[config.mk]
export PLATFORM = sky130hd
export DESIGN_NAME = spike_stimulus_player
export DESIGN_NICKNAME = d
export VERILOG_FILES = /design/src/rtl/spike_stim_pkg.sv /design/src/rtl/spike_event_fifo.sv /design/src/rtl/spike_stimulus_player.sv
export SDC_FILE = /design/constraint.sdc
export NUM_CORES = 1
export LEC_CHECK = 0
export BUFFER_PORTS_ARGS = -buffer_cell sky130_fd_sc_hd__clkbuf_2
export CORE_ASPECT_RATIO = 1.5
export CORE_UTILIZATION = 51
export CTS_CLUSTER_DIAMETER = 50
export DETAILED_ROUTE_END_ITERATION = 16
export GPL_ROUTABILITY_DRIVEN = 0
export PLACE_DENSITY = 0.78
export REMOVE_ABC_BUFFERS = 1
export SYNTH_ARGS = -nofsm -noshare
export SYNTH_HDL_FRONTEND = slang
export SYNTH_HIERARCHICAL = 1
export SYNTH_SLANG_ARGS = --single-unit
[constraint.sdc]
create_clock -name clk -period 7.2 [get_ports clk]
set_clock_uncertainty 0.1 [all_clocks]
set_input_delay 0.36 -clock clk [delete_from_list [all_inputs] [get_ports clk]]
set_output_delay 0.36 -clock clk [all_outputs]
set_load 0.05 [all_outputs]
[src/rtl/spike_stim_pkg.sv]
// Shared types for the spike stimulus player.
// Event record, FSM states and field widths.
package spike_stim_pkg;

  localparam int ADDR_W    = 8;
  localparam int TS_MAX_W  = 32;
  localparam int ROW_MAX_W = 8;

  typedef struct packed {
    logic [TS_MAX_W-1:0]  timestamp;
    logic [ROW_MAX_W-1:0] row;
    logic                 on_off;
    logic [ADDR_W-1:0]    address;
  } stim_event_t;

  typedef enum logic {
    ST_IDLE,
    ST_RUN
  } state_t;

  function automatic int row_w(input int n);
    return (n <= 1) ? 1 : $clog2(n);
  endfunction

endpackage

[src/rtl/spike_event_fifo.sv]
// Synchronous event FIFO; reset flushes it.
// Ports: push/din in, pop in, dout head, full/empty/count out.
module spike_event_fifo
  import spike_stim_pkg::*;
#(
  parameter int DEPTH = 16
) (
  input  logic                     clk,
  input  logic                     reset,
  input  logic                     push,
  input  stim_event_t              din,
  input  logic                     pop,
  output stim_event_t              dout,
  output logic                     full,
  output logic                     empty,
  output logic [$clog2(DEPTH):0]   count
);

  localparam int PW = $clog2(DEPTH);

  stim_event_t   mem [DEPTH];
  logic [PW-1:0] wr_ptr;
  logic [PW-1:0] rd_ptr;
  logic          do_push;
  logic          do_pop;

  assign full    = (count == (PW+1)'(DEPTH));
  assign empty   = (count == '0);
  assign do_push = push && !full;
  assign do_pop  = pop && !empty;
  assign dout    = mem[rd_ptr];

  always_ff @(posedge clk) begin
    if (do_push) begin
      mem[wr_ptr] <= din;
    end
  end

  always_ff @(posedge clk) begin
    if (reset) begin
      wr_ptr <= '0;
      rd_ptr <= '0;
      count  <= '0;
    end else begin
      if (do_push) begin
        wr_ptr <= wr_ptr + 1'b1;
      end
      if (do_pop) begin
        rd_ptr <= rd_ptr + 1'b1;
      end
      unique case ({do_push, do_pop})
        2'b10:   count <= count + 1'b1;
        2'b01:   count <= count - 1'b1;
        default: count <= count;
      endcase
    end
  end

endmodule

[src/rtl/spike_stimulus_player.sv]
// Timestep-scheduled spike source feeding per-row stimulus.
// Ports: start/stop control, event push (valid/ready),
// per-row stim_valid/on_off/address, running, time_now,
// late_count, fifo_empty.
module spike_stimulus_player
  import spike_stim_pkg::*;
#(
  parameter int NUM_SYNAPSE_ROWS = 1,
  parameter int FIFO_DEPTH       = 16,
  parameter int TS_WIDTH         = 16,
  parameter int TICK_DIV         = 4,
  localparam int ROW_W           = row_w(NUM_SYNAPSE_ROWS)
) (
  input  logic                               clk,
  input  logic                               reset,
  input  logic                               start,
  input  logic                               stop,
  input  logic                               in_valid,
  output logic                               in_ready,
  input  logic [TS_WIDTH-1:0]                in_timestamp,
  input  logic [ROW_W-1:0]                   in_row,
  input  logic                               in_on_off,
  input  logic [ADDR_W-1:0]                  in_address,
  output logic [NUM_SYNAPSE_ROWS-1:0]        stim_valid,
  output logic [NUM_SYNAPSE_ROWS-1:0]        stim_on_off,
  output logic [ADDR_W*NUM_SYNAPSE_ROWS-1:0] stim_address,
  output logic                               running,
  output logic [TS_WIDTH-1:0]                time_now,
  output logic [7:0]                         late_count,
  output logic                               fifo_empty
);

  localparam int DIV_W = (TICK_DIV > 1) ? $clog2(TICK_DIV) : 1;
  localparam logic [DIV_W-1:0] DIV_LAST = DIV_W'(TICK_DIV - 1);

  state_t                      state;
  state_t                      state_nx;
  logic [DIV_W-1:0]            div;
  stim_event_t                 din;
  stim_event_t                 head;
  logic                        fifo_full;
  logic [$clog2(FIFO_DEPTH):0] fifo_count;
  logic [TS_WIDTH-1:0]         diff;
  logic                        is_late;
  logic                        due;
  logic                        pop;
  logic                        row_ok;
  logic                        unused_bits;

  assign din.timestamp = TS_MAX_W'(in_timestamp);
  assign din.row       = ROW_MAX_W'(in_row);
  assign din.on_off    = in_on_off;
  assign din.address   = in_address;

  spike_event_fifo #(
    .DEPTH (FIFO_DEPTH)
  ) u_fifo (
    .clk   (clk),
    .reset (reset),
    .push  (in_valid),
    .din   (din),
    .pop   (pop),
    .dout  (head),
    .full  (fifo_full),
    .empty (fifo_empty),
    .count (fifo_count)
  );

  assign in_ready    = !fifo_full;
  assign running     = (state == ST_RUN);
  assign unused_bits = ^{fifo_count, head};

  // Signed modular difference keeps the due test
  // correct across counter wrap within half-range.
  assign diff    = head.timestamp[TS_WIDTH-1:0] - time_now;
  assign is_late = diff[TS_WIDTH-1];
  assign due     = is_late || (diff == '0);
  assign pop     = running && !stop && !fifo_empty && due;
  assign row_ok  = int'(head.row) < NUM_SYNAPSE_ROWS;

  always_comb begin
    state_nx = state;
    if (stop) begin
      state_nx = ST_IDLE;
    end else if (start) begin
      state_nx = ST_RUN;
    end
  end

  always_ff @(posedge clk) begin
    if (reset) begin
      state <= ST_IDLE;
    end else begin
      state <= state_nx;
    end
  end

  always_ff @(posedge clk) begin
    if (reset) begin
      div      <= '0;
      time_now <= '0;
    end else if (!stop) begin
      if (start) begin
        div      <= '0;
        time_now <= '0;
      end else if (running) begin
        if (div == DIV_LAST) begin
          div      <= '0;
          time_now <= time_now + 1'b1;
        end else begin
          div <= div + 1'b1;
        end
      end
    end
  end

  always_ff @(posedge clk) begin
    stim_valid   <= '0;
    stim_on_off  <= '0;
    stim_address <= '0;
    if (!reset && pop) begin
      for (int r = 0; r < NUM_SYNAPSE_ROWS; r++) begin
        if (int'(head.row) == r) begin
          stim_valid[r]                 <= 1'b1;
          stim_on_off[r]                <= head.on_off;
          stim_address[r*ADDR_W +: ADDR_W] <= head.address;
        end
      end
    end
  end

  always_ff @(posedge clk) begin
    if (reset) begin
      late_count <= '0;
    end else if (pop && row_ok && is_late
                 && late_count != 8'hFF) begin
      late_count <= late_count + 8'd1;
    end
  end

endmodule

# After elaboration in Yosys (flattened, before gate mapping)

Memory sizes are Yosys's and may differ from the RTL's. A register that Yosys moved wholly into a read port is not among the register bits.
Index checks and enable logic that the tools add are counted.

Bits in registers: 50
Bits in writable memories: 416
Input bits: 31
Output and inout bits: 37
Memories: 1

Memories:

| memory     | depth | width | rd ports | clocked after Yosys merged registers in | wr ports | line                   | RTL |
|---|---|---|---|---|---|---|---|
| u_fifo.mem | 16    | 26    | 1        | 1                                       | 1        | spike_event_fifo.sv:21 | `stim_event_t mem [DEPTH];` |

$add $sub $neg: 8
$lt $le $gt $ge: 1
Eq/ne operators: 5
Multiplexer cells: 12
Bitwise operators: 1
Reduce and logical (&&, ||, !) cells: 24

Operators by type and width:

| cell                    | number |
|---|---|
| $mux W16                | 3 |
| $add A16 B1 Y16 const B | 1 |
| $logic_not A16 Y1       | 1 |
| $sub A16 B16 Y16        | 1 |
| $pmux W5 S2             | 1 |
| $logic_and A1 B1 Y1     | 9 |
| $add A4 B1 Y4 const B   | 2 |
| $add A8 B1 Y8 const B   | 1 |
| $logic_not A8 Y1        | 1 |
| $lt A8 B1 Y1 const B    | 1 |
| $mux W4                 | 2 |
| $ne A8 B8 Y1 const B    | 1 |
| $mux W2                 | 3 |
| $reduce_bool A2 Y1      | 3 |
| $add A5 B1 Y5 const B   | 1 |
| $eq A5 B5 Y1 const B    | 1 |
| $logic_not A5 Y1        | 1 |
| $sub A5 B1 Y5 const B   | 1 |
| $eq A2 B2 Y1 const B    | 2 |
| $logic_not A1 Y1        | 4 |
| $reduce_and A2 Y1       | 2 |
| $mux W1                 | 3 |
| $reduce_and A3 Y1       | 1 |
| $add A2 B1 Y2 const B   | 1 |
| other kinds (4)         | 4 |

# Logic depth before layout (Yosys ltp)

Word-level depth: 7
Gate-level depth with buffers: 24
Gate-level depth less buffers: 20

# By module

The synthesis kept the hierarchy.

Modules (own cells, without submodules):

| module                | times used | cells an instance | area an instance (µm²) |
|---|---|---|---|
| spike_event_fifo      | 1          | 1212              | 30690.7 |
| spike_stimulus_player | 1          | 314               | 2552.4 |

# Worst setup path before layout

OpenSTA, ideal clock, no wires.

Path kind: flip-flop to flip-flop
Start point: register (tool-made name)
End point: register u_fifo.count[2]
Library setup time: 0.070 ns
Arrival time: 5.746 ns
Path slack: 1.284 ns
Cell stages (with the launch flop): 23
Clock period less this slack: 5.916 ns
Path through: dfxtp_1 > clkbuf_1 > buf_2 > clkbuf_1 > mux4_2 > mux4_2 > ha_1 > a21o_1 > a21oi_4 > a211oi_1 > or4_1 > a222oi_1 > o2111ai_1 > a211oi_1 > o21ai_2 > inv_1 > ha_1 > clkbuf_1 > xor2_1 > ha_1 > o21a_1 > or4_1 > a21oi_1

RTL lines:

| element                | line                   | RTL |
|---|---|---|
| end signal: assignment | spike_event_fifo.sv:52 | `2'b10: count <= count + 1'b1;` |
| end signal: assignment | spike_event_fifo.sv:53 | `2'b01: count <= count - 1'b1;` |
| end signal: assignment | spike_event_fifo.sv:54 | `default: count <= count;` |
| end: declaration       | spike_event_fifo.sv:16 | `output logic [$clog2(DEPTH):0] count` |

==> results.yml <==
status:
  outcome: "finished, final reports clean"
timing:
  slew_viol_final: 0
  tns_ns: 0
  setup_viol: 0
  rsz0062_at_grt: "no"
  fmax_mhz: 147.3
  holdWs_ns: 0.05368
  hold_viol_final: 0
  layout_setup_ws_ns: 0.4133
  worst_pin_slew_ns: 1.072
  timing.final.crit_share_pct: 94.26
  relSlewSlack_pct: 28.16
  layout_min_cycle_time_ns: 6.787
route:
  drtIter0Drc: 1121
  ant_nets: 0
  via_count: 11950
  post_drt_wl_per_cell_um: 25.18
  drt_pass1_iterations: 8
  drt_wl_total_um: 50540
  drc: 0
  via_per_inst: 5.952
hold_path:
  hold_start: "in_timestamp[4]"
  min_path_type: "input pin to register"
  hold_depth: 1
  holdPathEnd: "u_fifo/mem[5][21]$_DFFE_PP_"
yosys:
  syn_avg_cell_area_sq_um: 19.99
  synth_warnings: 6
  syn_area_sq_um: 23590
  synth_cells: 1180
critical_path:
  r2r_end: "u_fifo/count[2]$_SDFFE_PP0P_"
  worstSetupPathType: "register to register"
  worstPathMaxFanout: 21
  rr_worst_depth: 20
  worst-r2r-setup-slack_ns: 0.41
  crit_path_start_kind: "register"
  arrival_ns: 7.18
  endpoint_kind: "register"
  required_ns: 7.59
power:
  ir_worst_vdd_uv: 160.8
  leakagePower_uw: 0.008548
  powerDensity_nw_per_um2: 247.9
final_layout:
  layout.nets: 1434
  seq_area_sq_um: 16950
  multi_input_area_sq_um: 6666
  layout-drive-gt1-share_pct: 25.26
  n_fill_cell: 3169
  layout-area-overhead-vs-synth_pct: 12.92
floorplanning:
  rows: 96
  die_w_um: 177.6
  pin_count: 68
  fp.dieH_um: 265.4
  core_area_sq_um: 45640
  die_area_sq_um: 47140
  start_util_pct: 51.69
clock_tree:
  cts_tree: "built"
  clk_transition_reported_paths_ns: 0.07
  cts_root_buf: "clkbuf_16"
  cts.path.max_buffers: 3
  clock_sinks: 582
  numCtsBuffers: 49
  hold_buffers: 0
  htreeDepth: 2
  insertion_delay_ns: 0.59
placement:
  place_hpwl_um: 26870
  post-place-ws_ns: 0.3710
  numPortBuffers: 67
global_route:
  grt_max_degree: 47
  grt_overflow_total: 0
  grt_pass1_wl_um: 74980
  grt_pass1_vias: 12250
  antenna_found_initial: 4
  track_usage_pct: 21.95
run:
  drv_cap: 0
[worst max-delay path, stage by stage, from the launching register on]
cell	delay [ns]
dfxtp_4	0.58
buf_4	0.45
mux4_2	0.61
mux4_2	0.50
ha_1	0.42
a21oi_2	0.26
a21oi_1	0.10
a2111oi_0	0.43
nand4b_1	0.17
a2111oi_2	0.39
o2111ai_2	0.22
buf_4	0.25
a211oi_2	0.40
o21ai_2	0.17
inv_1	0.09
ha_1	0.41
xor2_1	0.20
ha_1	0.22
nor3_1	0.07
or4_1	0.48
a21oi_1	0.15
[area by class of cell]
class | instances | area share, %
inverter | 30 | 0.4227
clock buffer | 64 | 5.044
antenna | 2 | 0.01879
tap | 588 | 2.762
sequential | 582 | 63.61
multi-input combinational | 614 | 25.02
clock inverter | 28 | 0.8642
timing repair buffer | 99 | 2.254
[metal layers]
metal | track usage, % | share of wire [%] | vias up
li1 | - | - | 5131
met1 | 26.63 | 37 | 6213
met2 | 39.35 | 53 | 501
met3 | 3.488 | 6.6 | 96
met4 | 7.854 | 3.1 | 4
met5 | 0 | 0.055 | -
[per-stage QoR]
| step | util (%) | cells | total power, uW | instance area (sq um) |
|---|---|---|---|---|
| 5_1_grt | 58.37 | 2007 | 6786 | 26640 |
| 6_report | 58.37 | 2007 | 6603 | 26640 |
| 3_5_place_dp | 54.90 | 1913 | 4079 | 25060 |
| 4_1_cts | 58.34 | 2005 | 6633 | 26630 |
| 2_1_floorplan | - | 1226 | 3975 | 23590 |
| 3_3_place_gp | 54.90 | 1913 | 4067 | 25060 |
[sequential cells by signal (all words and copies together) (netlist names), 2 cells and up, named ones only]
name / cells
u_fifo/mem: 528
time_now: 16
late_count: 8
stim_address: 8
u_fifo/count: 5
u_fifo/rd_ptr: 4
u_fifo/wr_ptr: 4
div: 2
[how the worst max path moves through the flow]
stage | endpoint | slack [ns]
finish | u_fifo/count[2]$_SDFFE_PP0P_ | 0.41
floorplan | u_fifo/count[2]$_SDFFE_PP0P_ | -3.67
CTS | u_fifo/count[2]$_SDFFE_PP0P_ | 0.28
global route | u_fifo/count[2]$_SDFFE_PP0P_ | 0.07
global placement | u_fifo/count[2]$_SDFFE_PP0P_ | 0.57
detailed placement | u_fifo/count[2]$_SDFFE_PP0P_ | 0.37
[layout by cell type, fill, tap and decap left out, types with 4 or more instances in the layout]
cell type and n:
nand3b_1 12, nor2b_1 4, edfxtp_1 528, nor2_1 43, clkinvlp_4 4, clkinv_1 8, mux4_2 137, mux4_1 28
clkbuf_16 50, nor2_4 12, clkinv_2 9, o211ai_1 4, clkbuf_8 4, clkbuf_1 10, a21oi_1 30, buf_4 30
dfxtp_1 50, inv_1 29, conb_1 112, nor3_1 14, or4_1 7, a21oi_2 11, xnor2_1 17, o21ai_0 12
or3_1 10, nand4_1 7, nor3_2 4, clkbuf_2 67, nand2b_1 9, ha_1 26, o21a_1 7, o31ai_1 4
xor2_1 10, mux2i_1 4, nand2_1 24, nand3_1 11
[timing repair]
action / 4_1_cts / 5_1_grt
setup buffers: 0 / 0
endpoints found under the setup margin: 0 / 1
gates resized for setup: 0 / 1
[power by group]
part           internal, uW  switching (uW)
sequential             3730            15.8
clock                  1400            1180
combinational          92.2             182
(Power assumes the default switching activity.)
